`src/rtl/am_lock_rx.sv`:
```
// Per-lane receive alignment-marker lock: hunts for one of four lane markers, confirms its
// 2^GAP_W block recurrence and flags marker blocks. Optional error counter: AM_LOCK_RX_ERR_CNT_EN.
module am_lock_rx #(
    parameter int unsigned       HEAD_W    = 2,
    parameter int unsigned       DATA_W    = 64,
    parameter int unsigned       GAP_W     = 14,
    parameter logic [HEAD_W-1:0] CTRL_HEAD = 'b01,
    parameter int unsigned       INV_MAX   = 4
) (
    input  logic              clk,
    input  logic              nreset,
    input  logic              valid_i,
    input  logic              block_lock_i,
    input  logic [HEAD_W-1:0] head_i,
    input  logic [DATA_W-1:0] data_i,
    output logic              valid_o,
    output logic [HEAD_W-1:0] head_o,
    output logic [DATA_W-1:0] data_o,
    output logic              marker_v_o,
    output logic              am_lock_o,
    output logic [1:0]        lane_id_o
`ifdef AM_LOCK_RX_ERR_CNT_EN
    ,
    output logic [7:0]        err_cnt_o
`endif
);

    localparam int unsigned INV_W = $clog2(INV_MAX + 1);
    localparam logic [GAP_W-1:0] CNT_LAST = '1;
    localparam logic [GAP_W-1:0] CNT_PRE  = CNT_LAST - GAP_W'(1);

    // Marker bytes {b6,b5,b4,b2,b1,b0}; BIP3/BIP7 are excluded.
    localparam logic [47:0] AM_L0 = 48'hB8896F_477690;
    localparam logic [47:0] AM_L1 = 48'h193B0F_E6C4F0;
    localparam logic [47:0] AM_L2 = 48'h649A3A_9B65C5;
    localparam logic [47:0] AM_L3 = 48'hC2865D_3D79A2;

    typedef enum logic [1:0] {StFind1st, StCount1, StComp2nd, StLocked} state_e;

    state_e            state_q, state_d;
    logic [GAP_W-1:0]  cnt_q, cnt_d;
    logic [1:0]        lane_q, lane_d;
    logic [INV_W-1:0]  inv_q, inv_d;
    logic              am_lock_q, am_lock_d;
    logic [1:0]        lane_id_q, lane_id_d;
    logic              marker_v_q, marker_v_d;
    logic              valid_q;
    logic [HEAD_W-1:0] head_q;
    logic [DATA_W-1:0] data_q;

    logic [47:0]      am_body;
    logic [3:0]       lane_hit;
    logic [1:0]       hit_idx;
    logic             head_ok;
    logic             any_hit;
    logic             own_hit;
    logic             slot;
    logic [INV_W-1:0] inv_inc;

    assign am_body = {data_i[55:32], data_i[23:0]};
    assign head_ok = (head_i == CTRL_HEAD);
    assign lane_hit = {am_body == AM_L3, am_body == AM_L2, am_body == AM_L1, am_body == AM_L0};
    assign any_hit = head_ok & (|lane_hit);
    assign own_hit = head_ok & lane_hit[lane_q];
    assign slot    = (cnt_q == CNT_LAST);
    assign inv_inc = inv_q + INV_W'(1);

    always_comb begin
        hit_idx = 2'd0;
        for (int l = 0; l < 4; l++) begin
            if (lane_hit[l]) hit_idx = 2'(l);
        end
    end

    always_comb begin
        state_d    = state_q;
        cnt_d      = cnt_q;
        lane_d     = lane_q;
        inv_d      = inv_q;
        am_lock_d  = am_lock_q;
        lane_id_d  = lane_id_q;
        marker_v_d = marker_v_q;
        if (!block_lock_i) begin
            state_d   = StFind1st;
            am_lock_d = 1'b0;
            cnt_d     = '0;
            if (valid_i) marker_v_d = 1'b0;
        end else if (valid_i) begin
            marker_v_d = 1'b0;
            cnt_d      = cnt_q + GAP_W'(1);
            unique case (state_q)
                StFind1st: begin
                    cnt_d = '0;
                    if (any_hit) begin
                        lane_d  = hit_idx;
                        state_d = StCount1;
                    end
                end
                StCount1: begin
                    if (cnt_q == CNT_PRE) state_d = StComp2nd;
                end
                StComp2nd: begin
                    // A failed second marker is not reused as a new first marker.
                    if (own_hit) begin
                        am_lock_d = 1'b1;
                        lane_id_d = lane_q;
                        inv_d     = '0;
                        state_d   = StLocked;
                    end else begin
                        state_d = StFind1st;
                    end
                end
                StLocked: begin
                    if (slot) begin
                        if (own_hit) begin
                            inv_d      = '0;
                            marker_v_d = 1'b1;
                        end else begin
                            inv_d = inv_inc;
                            if (inv_inc == INV_W'(INV_MAX)) begin
                                am_lock_d = 1'b0;
                                state_d   = StFind1st;
                            end
                        end
                    end
                end
                default: state_d = StFind1st;
            endcase
        end
    end

    always_ff @(posedge clk or negedge nreset) begin
        if (!nreset) begin
            state_q    <= StFind1st;
            cnt_q      <= '0;
            lane_q     <= '0;
            inv_q      <= '0;
            am_lock_q  <= 1'b0;
            lane_id_q  <= '0;
            marker_v_q <= 1'b0;
            valid_q    <= 1'b0;
            head_q     <= '0;
            data_q     <= '0;
        end else begin
            state_q    <= state_d;
            cnt_q      <= cnt_d;
            lane_q     <= lane_d;
            inv_q      <= inv_d;
            am_lock_q  <= am_lock_d;
            lane_id_q  <= lane_id_d;
            marker_v_q <= marker_v_d;
            valid_q    <= valid_i;
            if (valid_i) begin
                head_q <= head_i;
                data_q <= data_i;
            end
        end
    end

    assign valid_o    = valid_q;
    assign head_o     = head_q;
    assign data_o     = data_q;
    assign marker_v_o = marker_v_q;
    assign am_lock_o  = am_lock_q;
    assign lane_id_o  = lane_id_q;

`ifdef AM_LOCK_RX_ERR_CNT_EN
    logic [7:0] err_q;
    logic       slot_miss;
    logic       lock_lost;
    logic [8:0] err_sum;

    assign slot_miss = valid_i & block_lock_i & (state_q == StLocked) & slot & ~own_hit;
    assign lock_lost = am_lock_q & ~am_lock_d;
    assign err_sum   = {1'b0, err_q} + {8'd0, slot_miss} + {8'd0, lock_lost};

    always_ff @(posedge clk or negedge nreset) begin
        if (!nreset) begin
            err_q <= '0;
        end else begin
            err_q <= err_sum[8] ? 8'hFF : err_sum[7:0];
        end
    end

    assign err_cnt_o = err_q;
`endif

endmodule

```
`config.mk`:
```
export PLATFORM = sky130hd
export DESIGN_NAME = am_lock_rx
export DESIGN_NICKNAME = d
export VERILOG_FILES = /design/src/rtl/am_lock_rx.sv
export SDC_FILE = /design/constraint.sdc
export NUM_CORES = 1
export LEC_CHECK = 0
export ABC_AREA = 1
export CORE_MARGIN = 2
export CORE_UTILIZATION = 28
export CTS_CLUSTER_SIZE = 25
export DETAILED_ROUTE_END_ITERATION = 16
export PLACE_DENSITY_LB_ADDON = 0.3
export SLEW_MARGIN = 30
export SYNTH_ARGS = -nofsm -noshare
export SYNTH_HDL_FRONTEND = slang
export SYNTH_SLANG_ARGS = --single-unit
```
`constraint.sdc`:
```
create_clock -name clk -period 3.4 [get_ports clk]
set_input_delay 0.68 -clock clk [delete_from_list [all_inputs] [get_ports clk]]
set_output_delay 0.68 -clock clk [all_outputs]
set_load 0.03 [all_outputs]
```
==> metrics.yaml, run 1 <==
wl_per_cell_um: 13.1
wirelength_um: 13000
setup_viol: 0
cts.sinks: 92
synth_cell_types: 27
crit_slowest_cell: "clkdlybuf4s50_1"
synth_top_family_by_area: "simple AND/OR/NAND/NOR gates"
ys.warnings.count: 0
netlist_area_um2: 4610
cp_num_buf_inv: 1
post_dp_cell_area_um2: 6280
wl_met1_um: 6560
final_layout_size_suffix_gt1_share_pct: 6.09
postCtsHoldBufs: 0
critPathMaxStageDelay_ns: 0.46
drc: 0
firstDrtPassIters: 6
timing.max_cap.violations: 0
status: "completed"
layout_commonest_cell: "nand2_1"
antenna_cells: 0
hold_viol_final: 0
seq_power_share_pct: 43.1
hpwl_um: 9740
p_int_mw: 1.97
slew_headroom_pct: 65.8
insertion_delay_ns: 0.34
slew_viol_final: 0
grt_pass1_vias: 4239
grt_pass1_wl_um: 21500
grt_max_degree: 94
synthCells: 627
synth_area_leaders: "dfrtp_1 (50%), nand2_1 (20%), nor2_1 (5.9%)"
crit_type: "in -> reg"
fmax_mhz: 456
place_congestion: 0.895
yosys.area_share.simple_pct: 31.9
drtIter0Drc: 225
dr_wl_met3_um: 820
ctsResizeCount: 0
netSwitchingPower_mw: 0.902
ant_nets: 0
arrival_ns: 2.43
p_comb_share_pct: 23.4
clkPwrFrac_pct: 33.4
finalClockSkew_ns: 0.00623
min_period_ns: 2.20
swShare_pct: 31.4
antenna_found_initial: 0
leakage_nw: 3.05
nFillCells: 1697
ys_seq_elements: 92
synth_area_leader_cell: "dfrtp_1"
tns_ns: 0
area_growth_syn_to_layout_pct: 42.1
rsz0062_at_grt: "false"
die_w_um: 132
synth_nets: 701
vias_per_cell: 4.28
worstSetupEndpointType: "flip-flop"
layout_common_cells: "nand2_1 (240), clkdlybuf4s50_1 (139), dfrtp_1 (92)"
synth_compound_area_share_pct: 9.06
clk_pin_slew_ns: 0.07
clk_path_buf_depth: 2
synth.top_cell.area_share_pct: 49.9
p_total_mw: 2.87
tightest_slew_ns: 0.507
dieArea_um2: 17500
cp.required_ns: 3.63
yosys.area_share.adder_pct: 1.08
final_cell_area_um2: 6560
place_ws_ns: 0.855
rows: 46
crit_chain: "clkdlybuf4s50_1 > nor2_1 > nand3_1 > nor2_1 > nand2_1 > nor2_2 > nand3_1 > nand3_2 > nand4_1 > nand2_1 > nand2_2 > nand2_1 > o21ai_1"
vdd_drop_max_v: 0.000222
layout.nets: 841
portBuffers: 140
min_period_over_period_pct: 64.6
cts-root-buf: "clkbuf_16"
ys_seq_area_share_pct: 49.9
avgSynthCellArea_um2: 7.36
post_cts_buffers: 0
min_path_type: "in -> async"
synth_xor_area_share_pct: 0.380
dr.max_layer_used: "met4"
power_density_nw_per_um2: 438
wl_met2_um: 5280
path_max_fanout: 5
htree_levels: 3
cts_tree: "built"
layout_setup_ws_ns: 1.20
cts_buffers: 9
crit_top_cell: "nand2_1"
die_h_um: 132
crit_family: "simple AND/OR/NAND/NOR gates"
core_area_um2: 16000
overflow: 0
grt_usage_pct: 15.3
cp-start-kind: "input port"
muxShareOfSynthArea_pct: 0
initial_utilization_pct: 28.8
ios: 141
final_util_pct: 41.0
vias: 4228
## cell families (layout without fill, tap and decap cells)
kind of cell	after synthesis	in the layout
compound gates	80	80
xor+xnor	2	2
fa+ha+maj	4	4
buf+inv	94	239
flops	92	92
simple gates	355	355
## metal layers
metal  up-vias  global-route usage, %
met5         -                      0
met4         0                   5.20
met3        20                   4.54
met2       104                   22.2
met1      1886                   21.7
li1       2218                      -
## power by group through the flow
stage	registers, mW	logic, mW	clock network (mW)
floorplan	1.39	0.211	0
global placement	1.26	0.681	0
detailed placement	1.26	0.681	0
CTS	1.24	0.683	1.00
global route	1.25	0.742	1.04
finish	1.24	0.674	0.960
## sequential cells by signal, summed over array words and instances, names as in the netlist
name / count
valid_o: 1
cnt_q: 14
data_o: 64
state_q: 2
inv_q: 3
am_lock_o: 1
marker_v_o: 1
lane_q: 2
head_o: 2
lane_id_o: 2
## cell usage after synthesis
master     count
ha_1           4
nand2_1      240
o21ai_1        8
nor3_1         1
dfrtp_1       92
o41ai_1        1
a21oi_1       11
xnor2_1        2
inv_2         10
o22ai_1        2
nor3_2         1
nand4_1        7
nor2_4         1
nand3_2        6
nand3b_4       2
clkbuf_1      14
o21ai_0       54
nor2_2         4
o32ai_1        1
nand3_1       18
a2bb2oi_1      1
nand2_2        2
buf_2          1
o31ai_1        1
a31oi_1        1
inv_1         69
nor2_1        73
## final cells by class
class                           count  area, um2  share of cell area [%]
Multi-Input combinational cell    441       1960                    29.9
Inverter                           79        297                    4.52
Tap cell                          216        270                    4.12
Clock buffer                       11        243                    3.70
Timing Repair Buffer              144       1450                    22.2
Clock inverter                      5       35.0                   0.534
Sequential cell                    92       2300                    35.1
## per-stage QoR
step / instances / hold WS, ns
3_5_place_dp: 972 / 0.458
3_3_place_gp: 972 / 0.456
2_1_floorplan: 627 / 0.384
6_report: 988 / 0.379
4_1_cts: 988 / 0.402
5_1_grt: 988 / 0.416
## worst register-to-register path, cell delays in order (launching register included)
cell and delay (ns):
dfrtp_1 0.39, ha_1 0.25, nand3_2 0.13, nor2_2 0.12
nand3_2 0.11, nor2_1 0.10, o21ai_1 0.09, nor2_1 0.17
nand2_1 0.09, nand2_1 0.06, nand2_1 0.05
## final timing paths
check	startpoint	endpoint	slack (ns)	cells past startpoint
setup / recovery	data_i[53]	inv_q[1]$_DFFE_PN0P_	1.20	13
hold / removal	nreset	data_o[19]$_DFFE_PN0P_	0.38	2
setup reg to reg	cnt_q[1]$_DFFE_PN0N_	state_q[1]$_DFFE_PN0P_	1.74	10
hold reg to reg	data_o[30]$_DFFE_PN0P_	data_o[30]$_DFFE_PN0P_	0.47	2
max in group asynchronous	nreset	cnt_q[3]$_DFFE_PN0N_	2.64	2
min in group clk	data_o[30]$_DFFE_PN0P_	data_o[30]$_DFFE_PN0P_	0.47	2
Power figures use the tool's default switching activity.
==> run 2: changes to the inputs <==
==> constraint.sdc (replaced) <==
create_clock -name clk -period 2.01 [get_ports clk]
set_input_delay 0.402 -clock clk [delete_from_list [all_inputs] [get_ports clk]]
set_output_delay 0.402 -clock clk [all_outputs]
set_load 0.03 [all_outputs]
==> metrics.yaml, run 2 (synthesis results as in run 1) <==
status: "completed"
crit_type: "in -> reg"
grt_max_degree: 77
slew_headroom_pct: 68.6
cp-start-kind: "input port"
min_period_over_period_pct: 94.6
initial_utilization_pct: 28.8
vias_per_cell: 4.30
slew_viol_final: 0
critPathMaxStageDelay_ns: 0.50
antenna_found_initial: 0
hpwl_um: 10300
gr-usage-met3_pct: 5.11
use_met2_pct: 22.9
timing.max_cap.violations: 0
clk_pin_slew_ns: 0.07
ios: 141
rows: 46
core_area_um2: 16000
grt_usage_pct: 15.6
antenna_cells: 0
wirelength_um: 13400
cts_tree: "built"
vdd_drop_max_v: 0.000379
min_period_ns: 1.90
clk_path_buf_depth: 2
insertion_delay_ns: 0.35
overflow: 0
final_util_pct: 43.8
die_h_um: 132
wl_per_cell_um: 13.1
met1_usage_pct: 21.7
fmax_mhz: 526
path_max_fanout: 5
largest_register_ffs: 64
setup_viol: 0
min_path_type: "in -> reg"
p_total_mw: 5.18
ant_nets: 0
cts.sinks: 92
layout_common_cells: "nand2_1 (235), clkdlybuf4s50_1 (117), dfrtp_1 (92)"
fin_hold_ws_ns: 0.355
grt_pass1_vias: 4332
cts-root-buf: "clkbuf_16"
die_w_um: 132
power_density_nw_per_um2: 740
vias: 4378
layout.nets: 872
crit_top_cell: "nand2_1"
crit_chain: "clkdlybuf4s50_1 > nand2_1 > nor2_1 > nand2_1 > nor2_2 > nand4_1 > nand3_4 > nand4_1 > nand2_1 > nand2_2 > nand2_1 > o21ai_1"
final_layout_size_suffix_gt1_share_pct: 14.3
worstSetupEndpointType: "flip-flop"
tightest_slew_ns: 0.464
leakage_nw: 3.41
rsz0062_at_grt: "true"
htree_levels: 3
gr-max-usage-layer: "met2"
finalClockSkew_ns: 0.00553
portBuffers: 140
drtIter0Drc: 239
layout_commonest_cell: "nand2_1"
dieArea_um2: 17500
hold_viol_final: 0
cp.required_ns: 2.25
cts_buffers: 9
arrival_ns: 2.14
grt_pass1_wl_um: 21800
crit_slowest_cell: "clkdlybuf4s50_1"
drc: 0
nFillCells: 1669
area_growth_syn_to_layout_pct: 51.9
place_congestion: 0.896
firstDrtPassIters: 4
## run 2: cell count changes in the layout (fill, tap and decap cells not counted), sizes merged
cell,previous run,this run
clkdlybuf4s50,139,117
buf,5,35
inv,81,79
dlymetal6s2s,0,22
bufinv,0,2
dlygate4sd3,0,1
## run 2: power by group
group          switching (mW)  internal (mW)
registers               0.102           1.99
clock network           0.740           1.13
logic                   0.708          0.510
## run 2: cell type report
type / count / area, um2 / area share, %
well taps: 216 / 270 / 3.86
clock buffers: 11 / 243 / 3.46
repair buffers: 175 / 1740 / 24.9
inverters: 79 / 297 / 4.23
flip-flops and latches: 92 / 2300 / 32.8
clock inverters: 5 / 85.1 / 1.21
multi-input cells: 441 / 2070 / 29.5
## run 2: timing repair
item                                   CTS  global route
endpoints found under the hold margin    3             0
setup endpoints to repair                0            11
resized for setup                        0            65
hold buffers                             1             0
buffers inserted                         0             2
## run 2: metal layers
layer / vias to the layer above / routed length, um
li1: 2287 / -
met1: 1975 / 6490
met3: 13 / 1040
met5: - / 0
met2: 103 / 5670
met4: 0 / 180
## run 2: final timing paths
check | from | to | slack [ns] | cells after the start
worst max-delay path | data_i[52] | inv_q[2]$_DFFE_PN0P_ | 0.11 | 12
worst min register to register | data_o[27]$_DFFE_PN0P_ | data_o[27]$_DFFE_PN0P_ | 0.47 | 2
max in group asynchronous | nreset | cnt_q[6]$_DFFE_PN0N_ | 0.86 | 3
worst max register to register | cnt_q[1]$_DFFE_PN0N_ | state_q[1]$_DFFE_PN0P_ | 0.33 | 10
worst min-delay path | data_i[14] | data_o[14]$_DFFE_PN0P_ | 0.36 | 3
min in group asynchronous | nreset | data_o[19]$_DFFE_PN0P_ | 0.53 | 2
## run 2: metrics by stage
| stage | setup WS (ns) | instance area [um2] | TNS, ns | std cells |
|---|---|---|---|---|
| finish | 0.108 | 7010 | 0 | 1019 |
| global route | -0.0104 | 7010 | -0.0104 | 1019 |
| CTS | 0.0771 | 6830 | 0 | 1017 |
| detailed placement | -0.303 | 6490 | -2.87 | 1000 |
| global placement | -0.267 | 6490 | -2.56 | 1000 |
| floorplan | 0.448 | 4610 | 0 | 627 |
## run 2: critical path: cells and delay by family
family	cells	cell delay (ns)
simple gates	10	1.19
buf+inv	1	0.50
compound gates	1	0.06
==> run 3: changes to the inputs <==
--- a/config.mk
+++ b/config.mk
@@ -5,11 +5,11 @@
 export SDC_FILE = /design/constraint.sdc
 export NUM_CORES = 1
 export LEC_CHECK = 0
-export ABC_AREA = 1
 export CORE_MARGIN = 2
 export CORE_UTILIZATION = 28
 export CTS_CLUSTER_SIZE = 25
 export DETAILED_ROUTE_END_ITERATION = 16
+export GPL_TIMING_DRIVEN = 0
 export PLACE_DENSITY_LB_ADDON = 0.3
 export SLEW_MARGIN = 30
 export SYNTH_ARGS = -nofsm -noshare
==> metrics.yaml, run 3 <==
drtIter0Drc: 208
grt_pass1_wl_um: 20300
register_area_um2: 2300
area_growth_syn_to_layout_pct: 49.2
crit_slowest_cell: "nor4_4"
hold_start: "data_i[39]"
critPathMaxStageDelay_ns: 0.33
fmax_mhz: 506
synth_area_leaders: "dfrtp_1 (52%), mux2_2 (17%), o21ai_0 (2.9%)"
path_max_fanout: 4
synth_flop_cell: "dfrtp_1"
yosys.cell_count.top_type: "dfrtp_1"
final_util_pct: 43.0
tightest_slew_ns: 0.780
min_period_over_period_pct: 98.3
hold_depth: 2
post-place-cells: 715
dieArea_um2: 16800
grt_pass1_vias: 3701
r2r_cells: 5
initial_utilization_pct: 28.8
grt_usage_pct: 15.8
clk_pin_slew_ns: 0.06
synth.top_cell.area_share_pct: 52.2
cp-start-kind: "input port"
grt_max_degree: 63
regToRegEndpoint: "am_lock_o$_DFFE_PN0P_"
insertion_delay_ns: 0.34
rows: 45
final_layout_size_suffix_gt1_share_pct: 32.1
crit_family: "simple AND/OR/NAND/NOR gates"
ant_nets: 0
clk_path_buf_depth: 2
largest_register_ffs: 64
synth_nets: 437
cp.required_ns: 2.24
min_to: "data_o[39]$_DFFE_PN0P_"
arrival_ns: 2.20
drc: 0
ys.warnings.count: 0
layout.nets: 605
leakage_nw: 2.71
layoutNonFillerInstCount: 748
synth_area_leader_cell: "dfrtp_1"
vias: 3683
antenna_found_initial: 2
wirelength_um: 12800
ys_seq_elements: 92
netlist_area_um2: 4410
multiInputGateArea_um2: 2240
r2r_start: "cnt_q[8]$_DFFE_PN0N_"
die_w_um: 130
status: "completed"
power_density_nw_per_um2: 705
cts-root-buf: "clkbuf_16"
place_congestion: 0.813
slew_viol_final: 0
avgSynthCellArea_um2: 12.2
slew_headroom_pct: 48.0
cts_tree: "built"
cp_num_buf_inv: 2
die_h_um: 130
worstSetupEndpointType: "flip-flop"
layout_common_cells: "dfrtp_1 (90), clkdlybuf4s50_1 (90), mux2_2 (66)"
rsz0062_at_grt: "true"
firstDrtPassIters: 4
min_period_ns: 1.98
wl_per_cell_um: 17.1
vias_per_cell: 4.92
ios: 141
ys_seq_area_share_pct: 52.2
overflow: 0
synth_edf_count: 0
finalClockSkew_ns: 0.00217
hpwl_um: 9310
htree_levels: 3
nFillCells: 1473
portBuffers: 140
p_total_mw: 4.64
cts.sinks: 92
r2r_slack_ns: 0.12
synth_commonest_cells: "dfrtp_1 (92), mux2_2 (68), o21ai_0 (26)"
synth_cell_types: 50
synthCells: 363
hold_viol_final: 0
vdd_drop_max_v: 0.000350
min_path_type: "in -> reg"
async_flop_share_pct: 100
core_area_um2: 15300
timing.max_cap.violations: 0
setup_viol: 0
crit_type: "in -> reg"
crit_chain: "clkbuf_2 > nor4b_4 > nand4b_1 > buf_6 > nor4_4 > a221oi_4 > nor3_4 > mux2_4"
cts_buffers: 9
==> run 3: cell count changes after synthesis, moves of 9 or more <==
cell      change
nand2_1     -219
mux2_2       +68
inv_1        -62
nor2_1       -57
o21ai_0      -28
inv_2        -10
and4bb_2      +9
==> run 3: what timing repair did <==
action                                  4_1_cts  5_1_grt
gates resized for setup                      84       84
endpoints found under the setup margin       70       17
endpoints found under the hold margin        30        0
buffers inserted                              9        8
hold buffers                                  1        0
pin swaps                                    32       29
==> run 3: power by group <==
group | switching [mW] | internal, mW | total [mW]
logic | 0.539 | 0.463 | 1.00
registers | 0.0726 | 1.99 | 2.06
clock network | 0.685 | 0.896 | 1.58
==> run 3: layout make-up <==
| cell class | count | share of cell area [%] |
|---|---|---|
| clock inverter | 2 | 0.152 |
| multi-input combinational | 251 | 34.0 |
| inverter | 7 | 0.399 |
| timing repair buffer | 159 | 21.6 |
| clock buffer | 13 | 3.95 |
| buffer | 11 | 0.779 |
| tap | 211 | 4.01 |
| sequential | 92 | 35.0 |
| antenna | 2 | 0.0760 |
==> run 3: metal layers <==
metal / vias up / share of wire (%) / track usage, %
met5: - / 0 / 0
met4: 0 / 1.8 / 5.50
met3: 17 / 6.2 / 4.71
met2: 113 / 50 / 26.4
met1: 1851 / 42 / 19.6
li1: 1702 / - / -
==> run 3: worst max path at each step <==
stage                     from                        to  slack (ns)  depth (start not counted)
global route        data_i[19]  lane_id_o[0]$_DFFE_PN0P_       -0.05                          8
global placement        nreset     data_o[7]$_DFFE_PN0P_       -2.94                          1
detailed placement  data_i[19]  lane_id_o[1]$_DFFE_PN0P_       -0.77                          7
floorplan           data_i[46]  lane_id_o[0]$_DFFE_PN0P_        0.03                          6
finish              data_i[19]  lane_id_o[0]$_DFFE_PN0P_        0.03                          8
CTS                 data_i[45]  lane_id_o[0]$_DFFE_PN0P_       0.006                          7
==> run 3: kinds of logic (layout without fill, tap and decap cells) <==
logic type,after synthesis,count (layout),synth area share (%)
other,0,2,0
adders and majority gates,4,4,1.13
DFF,92,92,52.2
and+or+nand+nor,121,121,18.7
xor gates and xnor gates,2,2,0.397
buffers and inverters,20,192,1.70
AOI/OAI and AO/OA,54,54,8.05
muxes,70,70,17.8
==> run 3: through the flow <==
stage / setup TNS, ns / setup WS, ns / cell area (um2) / hold WS (ns)
3_5_place_dp: -42.26 / -0.774 / 6110 / 0.307
5_1_grt: -0.0849 / -0.0459 / 6590 / 0.303
6_report: 0 / 0.0332 / 6590 / 0.312
2_1_floorplan: 0 / 0.0310 / 4410 / 0.106
3_3_place_gp: -308.97 / -2.94 / 6080 / 0.482
4_1_cts: 0 / 0.00600 / 6570 / 0.389
==> RTL edit (settings of run 3) <==
Re-encode `state_e` (4 states) as one-hot, 4 bits wide.
--- a/src/rtl/am_lock_rx.sv
+++ b/src/rtl/am_lock_rx.sv
@@ -35,7 +35,7 @@
     localparam logic [47:0] AM_L2 = 48'h649A3A_9B65C5;
     localparam logic [47:0] AM_L3 = 48'hC2865D_3D79A2;
 
-    typedef enum logic [1:0] {StFind1st, StCount1, StComp2nd, StLocked} state_e;
+    typedef enum logic [3:0] {StFind1st = 4'b0001, StCount1 = 4'b0010, StComp2nd = 4'b0100, StLocked = 4'b1000} state_e;
 
     state_e            state_q, state_d;
     logic [GAP_W-1:0]  cnt_q, cnt_d;
Check against the original RTL: same outputs for any inputs over 10 cycles, from zero or initial values and one cycle with nreset low; not proved beyond that.
==> RTL edit against run 3 <==
The run now ends with setup timing left. Hold slack got worse by 0.0050 ns. Worst setup slack got worse by 0.15 ns. Area after synthesis rose by 1.4%. Cell area rose by 7.8%. Power rose by 2.5%. Sequential share of layout area fell by 1.8 points. Register-to-register slack got worse by 0.15 ns. Sequential cell count rose by 2. Routed wire length rose by 3.9%. Critical endpoint is now lane_id_o[1].
==> RTL edit: results (changes against run 3) <==
[run_status]
status = finished with violations
violations = setup timing

[critical_path]
reg2reg_slack_ns = -0.03  ; -0.15 ns
cp_max_fo = 3  ; -1
slowest_delay_ns = 0.55  ; +0.22 ns
r2r_end = inv_q[2]
endpoint = lane_id_o[1]

[placed_design]
placed_cells = 721  ; +0.84%
place_congestion = 0.811  ; -0.23%
place_hpwl_um = 9390  ; +0.89%

[power]
power_w = 0.00476  ; +2.5%
swShare_pct = 28.0  ; +0.057 points
seq-power_w = 0.00210  ; +2%

[final_layout]
antennaDiodeCount = 0  ; -2
fillers = 1481  ; +0.54%
finalNetCount = 626  ; +3.5%

[timing]
finalSetupViolations = 8  ; +8
whs_ns = 0.307  ; -0.00500 ns
setup_ws_ns = -0.117  ; -0.150 ns
finClkSkew_ns = 0.00694  ; +0.00478 ns

[logic_synthesis]
syn_nets = 439  ; +0.46%
yosysUniqueCellTypes = 60  ; +20%
synth_fa_ha_area_share_pct = 1.12  ; -0.016 points
synth_compound_area_share_pct = 8.64  ; +0.59 points
yosys-top-cells-area = dfrtp_1 52%, mux2_2 17%, nor4bb_1 2.9%, nand2_1 2.5%, nand4_1 1.7%
ys_top_cells_by_count = 93 x dfrtp_1, 66 x mux2_2, 30 x nand2_1

[drt]
via_count = 3782  ; +2.7%

[grt]
grt_usage_pct = 15.6  ; -0.25 points
grt_pass1_vias = 3907  ; +5.6%
grt_pass1_wl_um = 20600  ; +1.3%

[cts]
cts-resized-gates = 149  ; +77%

-- RTL edit: cell types whose count changed in the layout (fill, tap and decap cells not counted), moves of 4 or more --
cell	run 3	this run
clkbuf_2	30	8
buf_4	15	32
nor4bb_4	0	12
o21ai_0	25	14
dlygate4sd2_1	9	18
nand2_1	18	27
o21ai_1	1	9
and4bb_2	7	0
buf_2	1	7
clkbuf_1	10	4
clkdlybuf4s15_2	1	6
o211ai_1	6	2
-- RTL edit: metal layers --
metal / track usage [%] / wire [um] / vias up
li1: - / - / 1744
met1: 19.3 / 5400 / 1903
met2: 26.3 / 6740 / 120
met3: 5.25 / 969 / 15
met4: 4.07 / 141 / 0
met5: 0 / 0 / -
-- RTL edit: layout make-up --
class	instances	area [um^2]	area share [%]
buffer	12	66.3	0.934
clock buffer	11	253	3.56
clock inverter	4	22.5	0.317
inverter	7	26.3	0.370
multi-input combinational	252	2460	34.6
sequential	94	2350	33.2
tap	216	270	3.81
timing repair buffer	176	1650	23.2
